<file path="src/rtl/nrzi_rx_decoder.sv">
// NRZI line receiver: transition decode, zero unstuffing, SYNC hunt
// and LSB-first deserialisation onto a valid/ready word port.
module nrzi_rx_decoder #(
  parameter int unsigned      WIDTH     = 8,
  parameter int unsigned      STUFF_LEN = 6,
  parameter logic [WIDTH-1:0] SYNC      = 8'h80
) (
  input  logic             clk,
  input  logic             rst_n,
  input  logic             en,
  input  logic             bit_en,
  input  logic             line_in,
  output logic [WIDTH-1:0] out_data,
  output logic             out_valid,
  input  logic             out_ready,
  output logic             stuff_err,
  output logic             ovf_err,
  output logic             busy
);

  localparam int unsigned OW = $clog2(STUFF_LEN + 1);
  localparam int unsigned BW = (WIDTH > 1) ? $clog2(WIDTH) : 1;
  localparam logic [OW-1:0] STUFF_MAX = OW'(STUFF_LEN);
  localparam logic [BW-1:0] LAST = BW'(WIDTH - 1);

  typedef enum logic [1:0] {
    IDLE  = 2'd0,
    HUNT  = 2'd1,
    RECV  = 2'd2,
    ERROR = 2'd3
  } state_t;

  state_t state, state_nx;
  logic   busy_nx;

  logic             prev_line;
  logic [OW-1:0]    ones_cnt;
  logic [BW-1:0]    bit_cnt;
  logic [WIDTH-1:0] shift;

  logic             d;
  logic [WIDTH-1:0] sh;
  logic             take;
  logic             at_stuff;
  logic             viol;
  logic             drop;
  logic             shift_en;
  logic             sync_hit;
  logic             word_done;

  always_comb begin
    d         = ~(line_in ^ prev_line);
    sh        = {d, shift[WIDTH-1:1]};
    take      = en && bit_en &&
                (state == HUNT || state == RECV);
    at_stuff  = (ones_cnt == STUFF_MAX);
    viol      = take && at_stuff && d;
    drop      = take && at_stuff && !d;
    shift_en  = take && !at_stuff;
    sync_hit  = shift_en && (state == HUNT) &&
                (sh == SYNC);
    word_done = shift_en && (state == RECV) &&
                (bit_cnt == LAST);
  end

  always_ff @(posedge clk) begin
    if (!rst_n) begin
      state <= IDLE;
      busy  <= 1'b0;
    end else begin
      state <= state_nx;
      busy  <= busy_nx;
    end
  end

  always_comb begin
    state_nx = state;
    if (!en) begin
      state_nx = IDLE;
    end else begin
      case (state)
        IDLE: state_nx = HUNT;
        HUNT: begin
          if (viol)
            state_nx = ERROR;
          else if (sync_hit)
            state_nx = RECV;
        end
        RECV: begin
          if (viol)
            state_nx = ERROR;
        end
        default: state_nx = state;
      endcase
    end
  end

  always_comb begin
    busy_nx = (state_nx == HUNT) ||
              (state_nx == RECV);
  end

  always_ff @(posedge clk) begin
    if (!rst_n) begin
      prev_line <= 1'b1;
      ones_cnt  <= '0;
      bit_cnt   <= '0;
      shift     <= '0;
      out_data  <= '0;
      out_valid <= 1'b0;
      stuff_err <= 1'b0;
      ovf_err   <= 1'b0;
    end else begin
      stuff_err <= viol;
      ovf_err   <= 1'b0;
      if (!en) begin
        prev_line <= 1'b1;
        ones_cnt  <= '0;
        bit_cnt   <= '0;
        shift     <= '0;
      end else if (take) begin
        prev_line <= line_in;
        if (drop) begin
          ones_cnt <= '0;
        end else if (shift_en) begin
          ones_cnt <= d ? ones_cnt + 1'b1 : '0;
          shift    <= sh;
          if (sync_hit)
            bit_cnt <= '0;
          else if (state == RECV)
            bit_cnt <= word_done ? '0 : bit_cnt + 1'b1;
        end
      end
      // a word landing on a full, undrained register is lost
      if (word_done) begin
        if (!out_valid || out_ready) begin
          out_data  <= sh;
          out_valid <= 1'b1;
        end else begin
          ovf_err <= 1'b1;
        end
      end else if (out_valid && out_ready) begin
        out_valid <= 1'b0;
      end
    end
  end

endmodule
</file>
<file path="config.mk">
export PLATFORM = sky130hd
export DESIGN_NAME = nrzi_rx_decoder
export DESIGN_NICKNAME = d
export VERILOG_FILES = /design/src/rtl/nrzi_rx_decoder.sv
export SDC_FILE = /design/constraint.sdc
export NUM_CORES = 1
export LEC_CHECK = 0
export CAP_MARGIN = 20
export CORE_MARGIN = 2
export CORE_UTILIZATION = 50
export DETAILED_ROUTE_END_ITERATION = 10
export PLACE_DENSITY_LB_ADDON = 0.12
export REMOVE_ABC_BUFFERS = 1
export SYNTH_ARGS = -nofsm -noshare
export SYNTH_HDL_FRONTEND = slang
export SYNTH_SLANG_ARGS = --single-unit
</file>
<file path="constraint.sdc">
create_clock -name clk -period 3.4 [get_ports clk]
set_input_delay 0.68 -clock clk [delete_from_list [all_inputs] [get_ports clk]]
set_output_delay 0.68 -clock clk [all_outputs]
set_load 0.01 [all_outputs]
</file>
==> flow_summary.yaml, run 1 <==
status:
  status: "complete, no violations"
routing:
  ant_nets: 0
  wire_per_inst_um: 12.8
  drcViolationCount: 0
  vias: 1077
  wl_mm: 2.49
  drtIter0Drc: 31
  first_pass_iters: 4
  avgViaCountPerCell: 5.52
synth:
  yosys.area_share.simple_pct: 24.3
  yosys.area.top_type: "dfxtp_1"
  synth-compound-area-share_pct: 15.1
  async_flop_share_pct: 0
  ys_top_cells_by_area: "dfxtp_1, ha_1, a21oi_1"
  synthFlopType: "dfxtp_1"
  synth_top_family_by_area: "simple AND/OR/NAND/NOR gates"
  yosysTopAreaCellShare_pct: 42.6
  yosysWarnings: 0
  synth_edf_count: 0
  synth-adder-area-share_pct: 8.56
  netlist_area_mm2: 0.00132
  syn_avg_cell_area_um2: 8.95
  synthMuxAreaShare_pct: 6.09
  synthXorXnorAreaFrac_pct: 1.33
  synthCells: 147
  ys_seq_area_share_pct: 42.6
  ys_types: 39
  yosys_register_bits: 28
global_routing:
  gr-total-overflow: 0
  grt_pass1_vias: 1026
  antenna_found_initial: 0
  grt.total_usage_pct: 17.9
  grt_max_degree: 15
  grt_pass1_wl_mm: 4.57
floorplan:
  chipHeight_um: 55.3
  io_pins: 18
  die_area_mm2: 0.00306
  chipWidth_um: 55.3
  start_util_pct: 53.1
  rows: 18
  core-area_mm2: 0.00248
placed_design:
  place_congestion: 0.837
  io_buffers: 17
  dp.cells: 192
  dpl.hpwl_mm: 1.92
clocking:
  cts.sinks: 28
  cts_tree: "done"
  cts_hold_buf: 0
  clkTransAtPathRegs_ns: 0.13
  cts_root_buffer: "clkbuf_4"
  ctsResizeCount: 0
  clk_latency_ns: 0.31
  cts_buffers: 3
  htree_num_levels: 1
  clockBufferDepth: 2
  post-cts-setup-buffer-count: 0
timing:
  slew_viol_final: 0
  fin_crit_ns: 2.20
  worst_pin_slew_ns: 0.529
  clock.fmax_ghz: 0.455
  rsz0062_at_grt: "false"
  fin_crit_sh_pct: 64.7
  fin_tns_setup_ns: 0
  relSlewSlack_pct: 64.5
  hold_slack_ns: 0.473
  setup_violations: 0
  skew_ns: 0.00263
  hold_viol: 0
power:
  design_power_total_uw: 500
  ir_drop_mv: 0.254
  p_leak_nw: 0.542
  power.density_mw_per_mm2: 325
finish:
  final_common_cell: "dfxtp_1"
  multi_input_area_um2: 728
  fillCellCount: 237
  regArea_um2: 561
  final_cells: 195
  final_nets: 182
  syn_to_final_growth_pct: 16.9
  drive_gt1_share_pct: 7.88
  final_cell_mix: "dfxtp_1, nand2_1, a21oi_1, clkdlybuf4s50_1, nor2_1"
  fin_util_pct: 62.1
  antenna_cells: 0
critical_path:
  crit_arrival_ns: 2.42
  r2r_slack_ns: 1.20
  cp_max_fo: 10
  cp-end-kind: "register"
  worstSetupStartpointType: "register"
  worstPathRequired_ns: 3.62
  crit_type: "reg2reg"
hold_path:
  hold_path.class: "reg2reg"
flow_run:
  cap_violations: 0
[cells by family after synthesis]
family	count (synthesis)
flops	28
compound gates	32
buf+inv	7
xor+xnor	2
mux	8
simple gates	61
fa+ha+maj	9
[power by group]
part	total (mW)	internal (mW)	switching, mW	leakage (nW)
Clock	0.129	0.0414	0.0874	0.0138
Combinational	0.0396	0.0164	0.0232	0.302
Sequential	0.332	0.330	0.00175	0.226
[stage by stage]
stage | setup WS (ns) | instance area (um2)
final | 1.20 | 1540
after detailed placement | 0.922 | 1520
after global placement | 0.957 | 1520
after floorplan | 1.47 | 1310
after global routing | 1.06 | 1540
after CTS | 1.20 | 1540
[Yosys cell counts (2+ instances only)]
| library cell | n |
|---|---|
| dfxtp_1 | 28 |
| a21oi_1 | 19 |
| nand2_1 | 19 |
| nor2_1 | 15 |
| ha_1 | 9 |
| mux2i_1 | 8 |
| nand3_1 | 4 |
| nor3_1 | 4 |
| inv_1 | 3 |
| nand2b_1 | 3 |
| clkbuf_1 | 2 |
| nand3_2 | 2 |
| nor3b_1 | 2 |
| nor4_1 | 2 |
| o21a_1 | 2 |
| o21ai_0 | 2 |
[critical path: stages (launching register included)]
cell and delay [ns]:
dfxtp_1 0.44, clkinv_1 0.19, ha_1 0.41, and3_4 0.23
nand2_2 0.13, or2_1 0.30, o21a_1 0.12, o31a_1 0.28
[state kept, by name, summed over array words and instances (netlist names)]
name and flops:
busy 1, bit_cnt 3, out_data 8, shift 7
prev_line 1, ones_cnt 3, state 2, stuff_err 1
out_valid 1, ovf_err 1
[worst paths after layout]
| kind | startpoint | endpoint | cells past startpoint |
|---|---|---|---|
| worst max-delay path | state[0] | busy | 7 |
| worst min-delay path | bit_cnt[1] | bit_cnt[1] | 2 |
| worst max register to register | state[0] | busy | 7 |
| worst min register to register | bit_cnt[1] | bit_cnt[1] | 2 |
[layer usage]
| layer | track usage [%] | share of wire, % |
|---|---|---|
| met1 | 25.6 | 49 |
| met2 | 28.2 | 46 |
| met5 | 0 | 0 |
| met4 | 4.53 | 0.32 |
| met3 | 3.04 | 4.1 |
[cell type report]
cell class	count	share of cell area [%]
Clock buffer	3	1.46
Multi-Input combinational cell	112	47.4
Timing Repair Buffer	17	11.1
Sequential cell	28	36.5
Tap cell	30	2.44
Inverter	5	1.22
No activity file was read; power rests on OpenSTA's default activity.
==> run 2, diff against run 1 <==
--- a/config.mk
+++ b/config.mk
@@ -7,7 +7,7 @@
 export LEC_CHECK = 0
 export CAP_MARGIN = 20
 export CORE_MARGIN = 2
-export CORE_UTILIZATION = 50
+export CORE_UTILIZATION = 48
 export DETAILED_ROUTE_END_ITERATION = 10
 export PLACE_DENSITY_LB_ADDON = 0.12
 export REMOVE_ABC_BUFFERS = 1
==> constraint.sdc (replaced) <==
create_clock -name clk -period 1.85 [get_ports clk]
set_input_delay 0.37 -clock clk [delete_from_list [all_inputs] [get_ports clk]]
set_output_delay 0.37 -clock clk [all_outputs]
set_load 0.01 [all_outputs]
==> run 2 against run 1 <==
- clock skew rose by 0.0046 ns
- worst setup slack worse by 1.2 ns
- non-clock buffer count increased by 26
- highest routed layer unchanged
==> flow_summary.yaml, run 2 (synthesis gave the netlist of run 1 again) <==
timing:
  clock.fmax_ghz: 0.549
  worst_pin_slew_ns: 0.327
  fin_crit_sh_pct: 98.4
  hold_slack_ns: 0.482
  relSlewSlack_pct: 78.1
  slew_viol_final: 0
  setup_violations: 0
  fin_tns_setup_ns: 0
  rsz0062_at_grt: "true"
  skew_ns: 0.00722
  hold_viol: 0
  fin_crit_ns: 1.82
finish:
  top_register: "out_data"
  largest_reg_flops: 8
  top_regs: "out_data (8), shift (7)"
  fillCellCount: 211
  drive_gt1_share_pct: 26.0
  final_common_cell: "dfxtp_1"
  syn_to_final_growth_pct: 37.7
  final_cell_mix: "dfxtp_1, buf_4, nand2_1, a21oi_1, clkdlybuf4s50_1"
  final_nets: 208
  antenna_cells: 0
critical_path:
  r2r_start: "state[0]"
  crit_end: "busy"
  worstSetupStartpointType: "register"
  r2r_end: "busy"
  crit_type: "reg2reg"
  worstPathRequired_ns: 2.10
  crit_arrival_ns: 2.07
  reg2reg_depth: 7
  r2r_slack_ns: 0.03
  startpoint: "state[0]"
  cp_max_fo: 4
  cp-end-kind: "register"
routing:
  ant_nets: 0
  drtIter0Drc: 44
  drcViolationCount: 0
  wl_mm: 2.93
  wire_per_inst_um: 13.2
  avgViaCountPerCell: 5.36
  first_pass_iters: 4
  vias: 1191
floorplan:
  io_pins: 18
  core-area_mm2: 0.00254
  die_area_mm2: 0.00317
  chipWidth_um: 56.3
  rows: 18
  chipHeight_um: 56.3
  start_util_pct: 51.7
clocking:
  htree_num_levels: 1
  post-cts-setup-buffer-count: 0
  cts_root_buffer: "clkbuf_4"
  clk_latency_ns: 0.33
  cts_tree: "done"
  cts_buffers: 3
  clockBufferDepth: 2
  clkTransAtPathRegs_ns: 0.14
  cts.sinks: 28
flow_run:
  cap_violations: 0
power:
  p_leak_nw: 0.691
  power.switching_uw: 232
  switching_share_pct: 22.7
  ir_drop_mv: 0.566
  seq_power_share_pct: 59.9
  internal_power_uw: 788
  combPwrFrac_pct: 11.0
  power.density_mw_per_mm2: 563
  power_frac_clock_pct: 29.2
placed_design:
  io_buffers: 17
  dpl.hpwl_mm: 2.18
  place_congestion: 0.824
global_routing:
  grt_max_degree: 16
  grt.total_usage_pct: 19.5
  grt_pass1_wl_mm: 4.86
  grt_pass1_vias: 1109
  gr-total-overflow: 0
  antenna_found_initial: 0
hold_path:
  hold_path.class: "reg2reg"
status:
  status: "complete, no violations"
## run 2: how the worst min path moves through the flow
stage | start | to | cells past startpoint
final | bit_cnt[1] | bit_cnt[1] | 2
after global routing | bit_cnt[1] | bit_cnt[1] | 2
after CTS | bit_cnt[1] | bit_cnt[1] | 2
after detailed placement | bit_cnt[1] | bit_cnt[1] | 2
after global placement | bit_cnt[1] | bit_cnt[1] | 2
after floorplan | bit_cnt[1] | bit_cnt[1] | 2
## run 2: layer usage
| layer | up-vias | wire length, um | global-route usage [%] |
|---|---|---|---|
| li1 | 607 | - | - |
| met1 | 568 | 1300 | 22.6 |
| met2 | 11 | 1510 | 34.6 |
| met3 | 5 | 79 | 5.30 |
| met4 | 0 | 38 | 6.46 |
| met5 | - | 0 | 0 |
## run 2: final cells by class
type	instances	area (um2)	area share [%]
multi-input combinational	112	774	42.8
sequential	28	563	31.1
timing repair buffer	43	378	20.9
tap	30	37.5	2.07
clock buffer	4	36.3	2.00
inverter	5	21.3	1.17
## run 2: power by group through the flow
stage	clock [mW]	sequential (mW)	combinational, mW
after CTS	0.309	0.610	0.105
after floorplan	0	0.624	0.0413
after global placement	0	0.623	0.102
final	0.297	0.611	0.112
after global routing	0.323	0.611	0.122
after detailed placement	0	0.623	0.103
## run 2: through the flow
stage | power [mW] | area [um2] | std cells | worst slack [ns] | util [%]
finish | 1.02 | 1810 | 222 | 0.0295 | 71.1
global placement | 0.725 | 1720 | 218 | -0.175 | 67.7
global route | 1.06 | 1810 | 222 | -0.0311 | 71.1
detailed placement | 0.726 | 1720 | 218 | -0.228 | 67.7
CTS | 1.02 | 1770 | 222 | 0.00474 | 69.5
floorplan | 0.665 | 1310 | 145 | -0.0768 | -
## run 2: what timing repair did
action | CTS | global route
hold buffers | 0 | 0
resized for setup | 4 | 9
endpoints found under the setup margin | 12 | 10
cloned | 0 | 0
pin swaps | 0 | 1
## run 2: critical path, cell delays in order (launching register included)
cell and delay [ns]:
dfxtp_2 0.39, inv_4 0.06, buf_4 0.12, ha_1 0.20, or2_2 0.31, o21a_1 0.18, o211a_1 0.20, o31a_1 0.27
